**config.mk**
```make
export PLATFORM = sky130hd
export DESIGN_NAME = alu_arbiter
export DESIGN_NICKNAME = d
export VERILOG_FILES = /design/src/rtl/alu_arbiter.sv
export SDC_FILE = /design/constraint.sdc
export NUM_CORES = 1
export LEC_CHECK = 0
export CAP_MARGIN = 20
export CORE_ASPECT_RATIO = 0.8
export CORE_MARGIN = 2
export CORE_UTILIZATION = 30
export CTS_CLUSTER_DIAMETER = 200
export DETAILED_ROUTE_END_ITERATION = 7
export DONT_BUFFER_PORTS = 1
export PLACE_DENSITY_LB_ADDON = 0.2
export SYNTH_ARGS = -nofsm -noshare
export SYNTH_HDL_FRONTEND = slang
export SYNTH_SLANG_ARGS = --single-unit
```
**constraint.sdc**
```tcl
create_clock -name clk -period 1.9 [get_ports clk]
set_clock_uncertainty 0.2 [all_clocks]
set_input_delay 0.285 -clock clk [delete_from_list [all_inputs] [get_ports clk]]
set_output_delay 0.285 -clock clk [all_outputs]
set_load 0.005 [all_outputs]
```
**src/rtl/alu_arbiter.sv**
```systemverilog
// Round-robin arbiter and sequencer for the shared ALU between two requesters.
// Accept to response valid takes EXEC_CYC+1 cycles; minimum issue interval is EXEC_CYC+2.
// Holding response ready low stalls the response indefinitely, and neither request is accepted meanwhile.
module alu_arbiter #(
    parameter int EXEC_CYC = 1
) (
    input  logic        clk,
    input  logic        rst_n,
    input  logic        req0_valid,
    output logic        req0_ready,
    input  logic [31:0] req0_a,
    input  logic [31:0] req0_b,
    input  logic [2:0]  req0_op,
    input  logic        req0_sub,
    input  logic        req1_valid,
    output logic        req1_ready,
    input  logic [31:0] req1_a,
    input  logic [31:0] req1_b,
    input  logic [2:0]  req1_op,
    input  logic        req1_sub,
    output logic        rsp0_valid,
    input  logic        rsp0_ready,
    output logic        rsp1_valid,
    input  logic        rsp1_ready,
    output logic [31:0] rsp_result,
    output logic [3:0]  rsp_status,
    output logic [31:0] alu_a,
    output logic [31:0] alu_b,
    output logic [2:0]  alu_opcode,
    output logic        alu_sub,
    output logic        alu_cin,
    input  logic [31:0] alu_result,
    input  logic        alu_cout,
    output logic        busy
);

    typedef enum logic [1:0] {
        IDLE,
        EXEC,
        RESP
    } state_t;

    typedef struct packed {
        logic [31:0] a;
        logic [31:0] b;
        logic [2:0]  op;
        logic        sub;
    } alu_req_t;

    localparam logic [3:0] CNT_LOAD = 4'(EXEC_CYC - 1);

    state_t     state;
    logic       last_grant;
    logic       owner;
    logic [3:0] cnt;

    logic       win0;
    logic       win1;
    logic       req_hs;
    alu_req_t   win_req;

    logic [31:0] eff_b;
    logic        is_add;
    logic [3:0]  status_nxt;

    // On a tie the requester not granted last time wins.
    always_comb begin
        win1 = req1_valid && (!req0_valid || !last_grant);
        win0 = req0_valid && !win1;
    end

    // Gated by rst_n so no ready leaks out while reset is held.
    assign req0_ready = rst_n && (state == IDLE) && win0;
    assign req1_ready = rst_n && (state == IDLE) && win1;
    assign req_hs     = (req0_valid && req0_ready) || (req1_valid && req1_ready);

    always_comb begin
        if (win1) begin
            win_req = '{a: req1_a, b: req1_b, op: req1_op, sub: req1_sub};
        end else begin
            win_req = '{a: req0_a, b: req0_b, op: req0_op, sub: req0_sub};
        end
    end

    // Flags are derived from the operands the ALU actually sees.
    always_comb begin
        eff_b         = alu_sub ? ~alu_b : alu_b;
        is_add        = (alu_opcode == 3'b000);
        status_nxt[3] = is_add && (alu_a[31] == eff_b[31]) && (alu_result[31] != alu_a[31]);
        status_nxt[2] = is_add && alu_cout;
        status_nxt[1] = alu_result[31];
        status_nxt[0] = (alu_result == 32'd0);
    end

    assign alu_cin = 1'b0;
    assign busy    = (state != IDLE);

    always_ff @(posedge clk or negedge rst_n) begin
        if (!rst_n) begin
            state      <= IDLE;
            last_grant <= 1'b1;
            owner      <= 1'b0;
            cnt        <= 4'd0;
            alu_a      <= 32'd0;
            alu_b      <= 32'd0;
            alu_opcode <= 3'd0;
            alu_sub    <= 1'b0;
            rsp_result <= 32'd0;
            rsp_status <= 4'd0;
            rsp0_valid <= 1'b0;
            rsp1_valid <= 1'b0;
        end else begin
            case (state)
                IDLE: begin
                    if (req_hs) begin
                        alu_a      <= win_req.a;
                        alu_b      <= win_req.b;
                        alu_opcode <= win_req.op;
                        alu_sub    <= win_req.sub;
                        owner      <= win1;
                        last_grant <= win1;
                        cnt        <= CNT_LOAD;
                        state      <= EXEC;
                    end
                end
                EXEC: begin
                    if (cnt == 4'd0) begin
                        rsp_result <= alu_result;
                        rsp_status <= status_nxt;
                        rsp0_valid <= !owner;
                        rsp1_valid <= owner;
                        state      <= RESP;
                    end else begin
                        cnt <= cnt - 4'd1;
                    end
                end
                RESP: begin
                    if ((rsp0_valid && rsp0_ready) || (rsp1_valid && rsp1_ready)) begin
                        rsp0_valid <= 1'b0;
                        rsp1_valid <= 1'b0;
                        state      <= IDLE;
                    end
                end
                default: state <= IDLE;
            endcase
        end
    end

endmodule

```
==> out/qor.txt, run 1 <==
outcome - did not finish
Failed at - clock tree synthesis
First Err - [ERROR RSZ-0060] Max buffer count reached.
Synth top area share - 53.3%
FFs w/ async S/R, synth - 100%
clock tree buffer depth - 2
clk root buf - clkbuf_16
die span in x - 152 µm
largest cells by area after synthesis - dfrtp_1 (53%), mux2_1 (13%), mux2i_1 (7.6%)
Sink Count - 113
Post-CTS Setup Inserts - 1
gpl congestion - 0.711
syn_nets - 589
Synth Flop Type - dfrtp_1
post-cts gate resize count - 7
Synth Register Bits - 113
Post-Syn Area per Cell - 12.8 µm²
Distinct cells, synth - 44
H-tree level count - 4
number of synthesized flops with an enable pin - 0
Synth Cell Area - 5260 µm²
dominant cell type by area after synthesis - dfrtp_1
port bufs - 0
CTS buffer count - 17
yosys warns - 0
Cells after Synth - 412
row cnt - 43
Ports - 285
Starting Density - 30.4%
Hold-fix buffers, CTS - 132
Placed Area - 5530 µm²
die height - 122 µm
DP Worst Slack - 26.5 ps
hpwl dp - 8740 µm
share of the yosys chip area belonging to registers - 53.8%
[synth_stat cells (2+ instances only)]
library cell and n:
ha_1 2, mux2i_1 40, or4_1 2, nand2b_1 2, mux2_1 62, nand2_1 2
buf_4 12, nand3_1 3, and2_1 2, nand4_1 2, nor2b_1 2, o21ai_1 4
o21ai_0 5, buf_2 6, nor2_1 2, inv_1 4, mux2_2 30, buf_6 3
dfrtp_1 112, a21oi_1 78, clkbuf_1 7, nor4_1 8
[per-stage QoR]
stage	util [%]	cells
global placement	32.0	624
floorplan	-	412
detailed placement	32.0	624
[logic make-up after synthesis]
group                    synth area share (%)
AO/OA/AOI/OAI                            9.88
XOR/XNOR                                0.167
adder cells (fa/ha/maj)                 0.476
buffers and inverters                    3.71
flip-flops                               53.8
multiplexers                             27.3
other                                  0.0713
AND/OR/NAND/NOR                          4.55
==> inputs of run 2 (changes only) <==
==> config.mk (replaced) <==
export PLATFORM = sky130hd
export DESIGN_NAME = alu_arbiter
export DESIGN_NICKNAME = d
export VERILOG_FILES = /design/src/rtl/alu_arbiter.sv
export SDC_FILE = /design/constraint.sdc
export NUM_CORES = 1
export LEC_CHECK = 0
export CAP_MARGIN = 20
export CORE_MARGIN = 2
export CORE_UTILIZATION = 20
export DETAILED_ROUTE_END_ITERATION = 7
export DONT_BUFFER_PORTS = 1
export PLACE_DENSITY_LB_ADDON = 0.15
export SYNTH_ARGS = -nofsm -noshare
export SYNTH_HDL_FRONTEND = slang
export SYNTH_SLANG_ARGS = --single-unit
==> constraint.sdc (replaced) <==
create_clock -name clk -period 2.5 [get_ports clk]
set_clock_uncertainty 0.2 [all_clocks]
set_input_delay 0.375 -clock clk [delete_from_list [all_inputs] [get_ports clk]]
set_output_delay 0.375 -clock clk [all_outputs]
set_load 0.005 [all_outputs]
==> run 2 against run 1 <==
Net effect:
- the flow now finishes, with violations (negative hold slack)
- area after synthesis unchanged
- synthesized cell count unchanged
==> out/qor.txt, run 2 <==
outcome - finished, violations left
failing checks - negative hold slack
CTS tree - done
Buf/Inv on CP - 1
FFs w/ async S/R, synth - 100% (unchanged)
CP Capture Type - output port
final core utilization - 27.2%
Avg WL per Cell - 17.2 µm
Static Leak - 2.85 nW
Final Power - 8.14 mW
Synth Cell Area - 5260 µm² (unchanged)
Starting Density - 20.3% (-10 points)
Worst path slowest cell - dfrtp_1
Ant. Diodes - 0
routed wl met3 - 1130 µm
Worst R2R Setup Slack - 320 ps
final WL - 14400 µm
Synth Register Bits - 113 (unchanged)
CP peak stage delay - 440 ps
hpwl dp - 9580 µm (+9.7%)
Placed Area - 5570 µm² (+0.68%)
CP Class - flop to output port
post-cts gate resize count - 0 (-7)
Area growth syn-to-layout - 34.0%
core area - 25900 µm²
reg-to-reg critical path startpoint - cnt[0]
ANT nets after route - 0
most frequent cells in the layout - dfrtp_1 (112), dlygate4sd3_1 (84), a21oi_1 (78)
Top Layer Used - met4
DRT met1 WL - 5450 µm
DR vias - 3698
# DRC - 0
gr usage total - 10.6%
fmax - 0.425 GHz
Final setup viols - 0
cell area after layout - 7040 µm²
total die area - 27600 µm²
CTS buffer count - 17 (unchanged)
H-tree level count - 4 (unchanged)
fill cell count - 2652
share of the yosys chip area belonging to registers - 53.8% (unchanged)
yosys warns - 0 (unchanged)
dominant cell type by area after synthesis - dfrtp_1
top cells by count, synth - dfrtp_1 (112), a21oi_1 (78), mux2_1 (62), mux2i_1 (40), mux2_2 (30)
first-pass GRT wire length - 22900 µm
DR WL met2 - 7550 µm
row cnt - 59 (+37%)
CP startpoint kind - flop
# Max-Cap Violations - 0
syn_nets - 589 (unchanged)
Reg area - 2830 µm²
Final #Nets - 669
DP Worst Slack - 329 ps (+302 ps)
CP required - 1920 ps
hold violation count in the final report - 113
Clock transition at path regs - 50 ps
crit-path cells - nor3b_4 -> buf_4 -> and2_1
vias in the first global route - 4072
gpl congestion - 0.711 (about the same)
CP arrival - 1780 ps
share of post-route cells with drive strength above 1 - 13.7%
clock tree buffer depth - 2 (unchanged)
Initial DRT Pass Iterations - 4
initial DRC count - 106
most common cell in the synthesized netlist - dfrtp_1
hold_ws - -534 ps
PnR worst setup slack - 145 ps
Ports - 285 (unchanged)
Reg2Reg Depth - 5
clock latency on the worst-skew pair - 400 ps
most common cell after layout, fill and taps aside - dfrtp_1
Final Critical Period - 2360 ps
initial antenna violation count - 0
pins over their slew limit - 0
Cells after Synth - 412 (unchanged)
clk root buf - clkbuf_16
Post-Syn Area per Cell - 12.8 µm² (unchanged)
worst ir drop on vdd - 0.407 mV
Largest regs - alu_a x32, alu_b x32, rsp_result x31
RSZ-0062 raised after global routing - false
Synth top area share - 53.3% (unchanged)
cell class contributing the biggest share of worst-path delay - simple AND/OR/NAND/NOR gates
Hold WC Path Type - primary input to asynchronous set/reset pin
largest net degree at the start of global routing - 116
largest cells by area after synthesis - dfrtp_1 (53%), mux2_1 (13%), mux2i_1 (7.6%)
Crit Path Max Fanout - 41
Final period util - 94.2%
multi-input gate area in the final layout - 2240 µm²
port bufs - 0 (unchanged)
Synth Flop Type - dfrtp_1
Via-to-Cell Ratio - 4.40
Sink Count - 113 (unchanged)
power per cell area - 1160 nW/µm²
die span in x - 166 µm (+9.3%)
TNS Setup - 0 ps
total global routing overflow - 0
RR Endpoint - rsp_result[22]
Distinct cells, synth - 44 (unchanged)
die height - 166 µm (+36%)
number of synthesized flops with an enable pin - 0 (unchanged)
run 2: cell counts after synthesis:
No cell type changed its count.
run 2: worst max-delay path by stage:
stage | from | endpoint | slack, ps | cells past startpoint
after floorplan | cnt[0] | rsp_result[10] | 640 | 6
after global placement | cnt[0] | rsp_result[14] | 420 | 5
after detailed placement | cnt[0] | rsp_result[28] | 330 | 5
after CTS | state[0] | req1_ready | 110 | 3
after global routing | state[0] | req1_ready | 40 | 3
final | state[0] | req1_ready | 140 | 3
run 2: cell type report:
cell class,count,area share [%]
clock buffer,23,6.50
timing repair buffer,89,12.8
clock inverter,9,2.56
inverter,4,0.213
multi-input combinational,267,31.8
tap,335,5.95
sequential,113,40.2
run 2: per-layer routing:
| metal | vias up | global-route usage (%) |
|---|---|---|
| li1 | 1670 | - |
| met1 | 1832 | 11.2 |
| met2 | 180 | 19.1 |
| met3 | 16 | 3.88 |
| met4 | 0 | 4.20 |
| met5 | - | 0 |
run 2: where the power goes:
part | switching, mW | internal [mW] | total [mW]
Combinational | 0.921 | 1.01 | 1.93
Clock | 0.858 | 1.80 | 2.66
Sequential | 0.809 | 2.75 | 3.56
run 2: what timing repair did:
action | CTS | global route
hold buffers | 82 | 2
setup buffers | 0 | 0
endpoints found under the hold margin | 174 | 115
run 2: cell families after synthesis:
group           synth area share, %
mux                            27.3
flops                          53.8
compound gates                 9.88
simple gates                   4.55
buf+inv                        3.71
fa+ha+maj                     0.476
other cells                  0.0713
xor+xnor                      0.167
run 2: worst reg2reg max path, stage by stage (launching register included):
cell	delay, ps
dfrtp_1	380
inv_1	120
ha_1	180
nor3b_4	360
nand2_4	350
mux2_1	470
run 2: per-stage QoR:
step | std cells | hold WS (ps)
final | 840 | -534
after global routing | 840 | -570
after global placement | 724 | -117
after detailed placement | 724 | -117
after floorplan | 412 | -121
after CTS | 838 | -566
Note: power is estimated with default switching activity, not from simulation.
==> inputs of run 3 (changes only) <==
--- a/config.mk
+++ b/config.mk
@@ -5,7 +5,7 @@
 export SDC_FILE = /design/constraint.sdc
 export NUM_CORES = 1
 export LEC_CHECK = 0
-export CAP_MARGIN = 20
+export CAP_MARGIN = 0
 export CORE_MARGIN = 2
 export CORE_UTILIZATION = 20
 export DETAILED_ROUTE_END_ITERATION = 7
==> constraint.sdc (replaced) <==
create_clock -name clk -period 3 [get_ports clk]
set_clock_uncertainty 0.2 [all_clocks]
set_input_delay 0.45 -clock clk [delete_from_list [all_inputs] [get_ports clk]]
set_output_delay 0.45 -clock clk [all_outputs]
set_load 0.005 [all_outputs]
==> run 3 against run 2 <==
Net effect:
- the run still ends with negative hold slack left
- combinational power down 21%
- critical endpoint unchanged
- core utilization fell by 2.0 points
- count of clock-buffer cells in the layout shrank 3
- flip-flop and latch count unchanged
- hold slack better by 72 ps
- wire length down 2.4%
- first-iteration DRC count increased by 51%
- highest routed layer unchanged
- largest power group unchanged
- setup slack improved by 430 ps
==> out/qor.txt, run 3 (same netlist as run 2, synthesis figures left out) <==
power per cell area - 1010 nW/µm² (-12%)
H-tree level count - 4 (unchanged)
die height - 166 µm (unchanged)
post-cts gate resize count - 0 (unchanged)
CP Capture Type - output port
Crit Path Max Fanout - 41 (unchanged)
first-pass GRT wire length - 22400 µm (-2.4%)
reg-to-reg critical path startpoint - cnt[0]
Slew headroom - 65.2%
total global routing overflow - 0 (unchanged)
Clock transition at path regs - 60 ps (about the same)
Worst R2R Setup Slack - 830 ps (+510 ps)
clock tree buffer depth - 2 (unchanged)
number of cells on the critical path - 3 (unchanged)
Via-to-Cell Ratio - 4.36 (-0.94%)
Ant. Diodes - 0 (unchanged)
crit-path cells - nor3b_4 -> buf_4 -> and2_1
final WL - 14100 µm (-2.4%)
vias in the first global route - 3734 (-8.3%)
Reg2Reg Depth - 5 (unchanged)
pins over their slew limit - 0 (unchanged)
most frequent cells in the layout - dfrtp_1 (112), a21oi_1 (78), mux2_1 (62)
ANT nets after route - 0 (unchanged)
gr usage total - 10.3% (-0.23 points)
CTS buffer count - 17 (unchanged)
die span in x - 166 µm (unchanged)
# Max-Cap Violations - 0 (unchanged)
initial DRC count - 160 (+51%)
hold_ws - -462 ps (+72.3 ps)
Slew @ Worst Pin - 522 ps
RSZ-0062 raised after global routing - false
CTS tree - done
row cnt - 59 (unchanged)
largest net degree at the start of global routing - 116 (unchanged)
Area growth syn-to-layout - 24.3%
CP startpoint kind - flop
gpl congestion - 0.704 (-0.94%)
clk root buf - clkbuf_16
Buf/Inv on CP - 1 (unchanged)
initial antenna violation count - 0 (unchanged)
hpwl dp - 9740 µm (+1.7%)
Final period util - 81.0%
outcome - finished, violations left
placed cells - 726 (+0.28%)
CP peak stage delay - 450 ps (about the same)
CP arrival - 1780 ps (about the same)
hold violation count in the final report - 113 (unchanged)
CP required - 2350 ps (+430 ps)
Non-Filler Instances - 792 (-5.7%)
Starting Density - 20.3% (unchanged)
Ports - 285 (unchanged)
worst ir drop on vdd - 0.285 mV (-30%)
CP Class - flop to output port
Post-CTS Setup Inserts - 0 (unchanged)
Hold WC Path Type - primary input to asynchronous set/reset pin
Sink Count - 113 (unchanged)
DR vias - 3454 (-6.6%)
clock latency on the worst-skew pair - 410 ps (about the same)
Final #Nets - 621 (-7.2%)
Avg WL per Cell - 17.8 µm (+3.5%)
Final setup viols - 0 (unchanged)
Largest regs - alu_a x32, alu_b x32, rsp_result x31
Static Leak - 2.64 nW (-7.5%)
Worst path slowest cell - dfrtp_1
core area - 25900 µm² (unchanged)
share of post-route cells with drive strength above 1 - 16.4% (+2.7 points)
Initial DRT Pass Iterations - 4 (unchanged)
Final Power - 6.61 mW (-19%)
TNS Setup - 0 ps (unchanged)
failing checks - negative hold slack
# DRC - 0 (unchanged)
cell class contributing the biggest share of worst-path delay - simple AND/OR/NAND/NOR gates
Final Critical Period - 2430 ps
fmax - 0.412 GHz
most common cell after layout, fill and taps aside - dfrtp_1
port bufs - 0 (unchanged)
total die area - 27600 µm² (unchanged)
RR Endpoint - rsp_result[25]
Hold-fix buffers, CTS - 34 (-59%)
run 3: worst max-delay path by stage:
stage                     from        endpoint  slack (ps)
CTS                   state[0]      req1_ready         530
floorplan           req1_valid      req1_ready        1130
detailed placement      cnt[0]  rsp_result[23]         830
finish                state[0]      req1_ready         570
global route          state[0]      req1_ready         430
global placement        cnt[0]  rsp_result[17]         910
run 3: worst reg2reg max path: cells and delay by family (launching register included):
family | cells | cell delay (ps)
AND/OR/NAND/NOR | 2 | 730
multiplexers | 1 | 470
flip-flops | 1 | 370
adder cells (fa/ha/maj) | 1 | 170
buffers and inverters | 1 | 110
run 3: through the flow:
| stage | utilization, % | setup slack, ps | instance area, µm² |
|---|---|---|---|
| 2_1_floorplan | - | 1130 | 5260 |
| 3_3_place_gp | 21.5 | 906 | 5580 |
| 3_5_place_dp | 21.5 | 831 | 5580 |
| 4_1_cts | 25.2 | 531 | 6530 |
| 5_1_grt | 25.2 | 432 | 6530 |
| 6_report | 25.2 | 570 | 6530 |
run 3: final cells by class:
class | count | area [µm²]
fillers | 2696 | 19400
flip-flops and latches | 113 | 2830
multi-input cells | 267 | 2240
clock buffers | 20 | 457
well taps | 335 | 419
repair buffers | 41 | 418
clock inverters | 12 | 156
inverters | 4 | 15.0
run 3: where the power goes:
part | leakage, nW | total (mW) | switching (mW) | internal, mW
registers | 1.31 | 2.96 | 0.672 | 2.29
logic | 1.04 | 1.53 | 0.756 | 0.774
clock network | 0.289 | 2.12 | 0.763 | 1.35
run 3: routing by layer:
layer  part of all wire (%)  vias up  GRT usage [%]  routed length [µm]
met5                      0        -              0                   0
met4                    1.2        0           3.33                 170
met3                    8.5        9           4.03                1200
met2                     50      168           17.1                7020
met1                     40     1703           12.4                5680
li1                       -     1574              -                   -
==> inputs of run 4 (changes only) <==
==> constraint.sdc (replaced) <==
create_clock -name clk -period 2 [get_ports clk]
set_clock_uncertainty 0.2 [all_clocks]
set_input_delay 0.3 -clock clk [delete_from_list [all_inputs] [get_ports clk]]
set_output_delay 0.3 -clock clk [all_outputs]
set_load 0.005 [all_outputs]
==> run 4 against run 3 <==
Net effect:
- the run now fails in clock tree synthesis
- area after synthesis stayed put
- synthesized cell count did not move
==> out/qor.txt, run 4 <==
outcome - did not finish
Failed at - clock tree synthesis
First Err - [ERROR RSZ-0060] Max buffer count reached.
FFs w/ async S/R, synth - 100% (unchanged)
Starting Density - 20.3% (unchanged)
H-tree level count - 4 (unchanged)
placed cells - 731 (+0.69%)
Post-CTS Setup Inserts - 4 (+4)
share of the yosys chip area belonging to registers - 53.8% (unchanged)
port bufs - 0 (unchanged)
post-cts gate resize count - 10 (+10)
CTS buffer count - 17 (unchanged)
Hold-fix buffers, CTS - 154 (+350%)
die span in x - 166 µm (unchanged)
die height - 166 µm (unchanged)
dominant cell type by area after synthesis - dfrtp_1
syn_nets - 589 (unchanged)
row cnt - 59 (unchanged)
clock tree buffer depth - 2 (unchanged)
hpwl dp - 9800 µm (+0.62%)
yosys warns - 0 (unchanged)
clk root buf - clkbuf_16
number of synthesized flops with an enable pin - 0 (unchanged)
Synth top area share - 53.3% (unchanged)
Synth Register Bits - 113 (unchanged)
Distinct cells, synth - 44 (unchanged)
Sink Count - 113 (unchanged)
Ports - 285 (unchanged)
top cells by count, synth - dfrtp_1 (112), a21oi_1 (78), mux2_1 (62), mux2i_1 (40), mux2_2 (30)
gpl congestion - 0.711 (+1.0%)
Synth Flop Type - dfrtp_1
Post-Syn Area per Cell - 12.8 µm² (unchanged)
largest cells by area after synthesis - dfrtp_1 (53%), mux2_1 (13%), mux2i_1 (7.6%)
Synth Cell Area - 5260 µm² (unchanged)
most common cell in the synthesized netlist - dfrtp_1
Cells after Synth - 412 (unchanged)
==> run 4: cell families after synthesis <==
| family | after synthesis | share of synthesized area, % |
|---|---|---|
| multiplexers | 132 | 27.3 |
| buffers and inverters | 32 | 3.71 |
| AND/OR/NAND/NOR | 35 | 4.55 |
| flip-flops | 113 | 53.8 |
| XOR/XNOR | 1 | 0.167 |
| AO/OA/AOI/OAI | 96 | 9.88 |
| other | 1 | 0.0713 |
| adder cells (fa/ha/maj) | 2 | 0.476 |
==> run 4: per-stage QoR <==
stage	util [%]	worst slack [ps]	area, µm²	hold WS [ps]
after global placement	21.8	149	5640	-192
after floorplan	-	138	5260	-196
after detailed placement	21.8	95.3	5640	-192
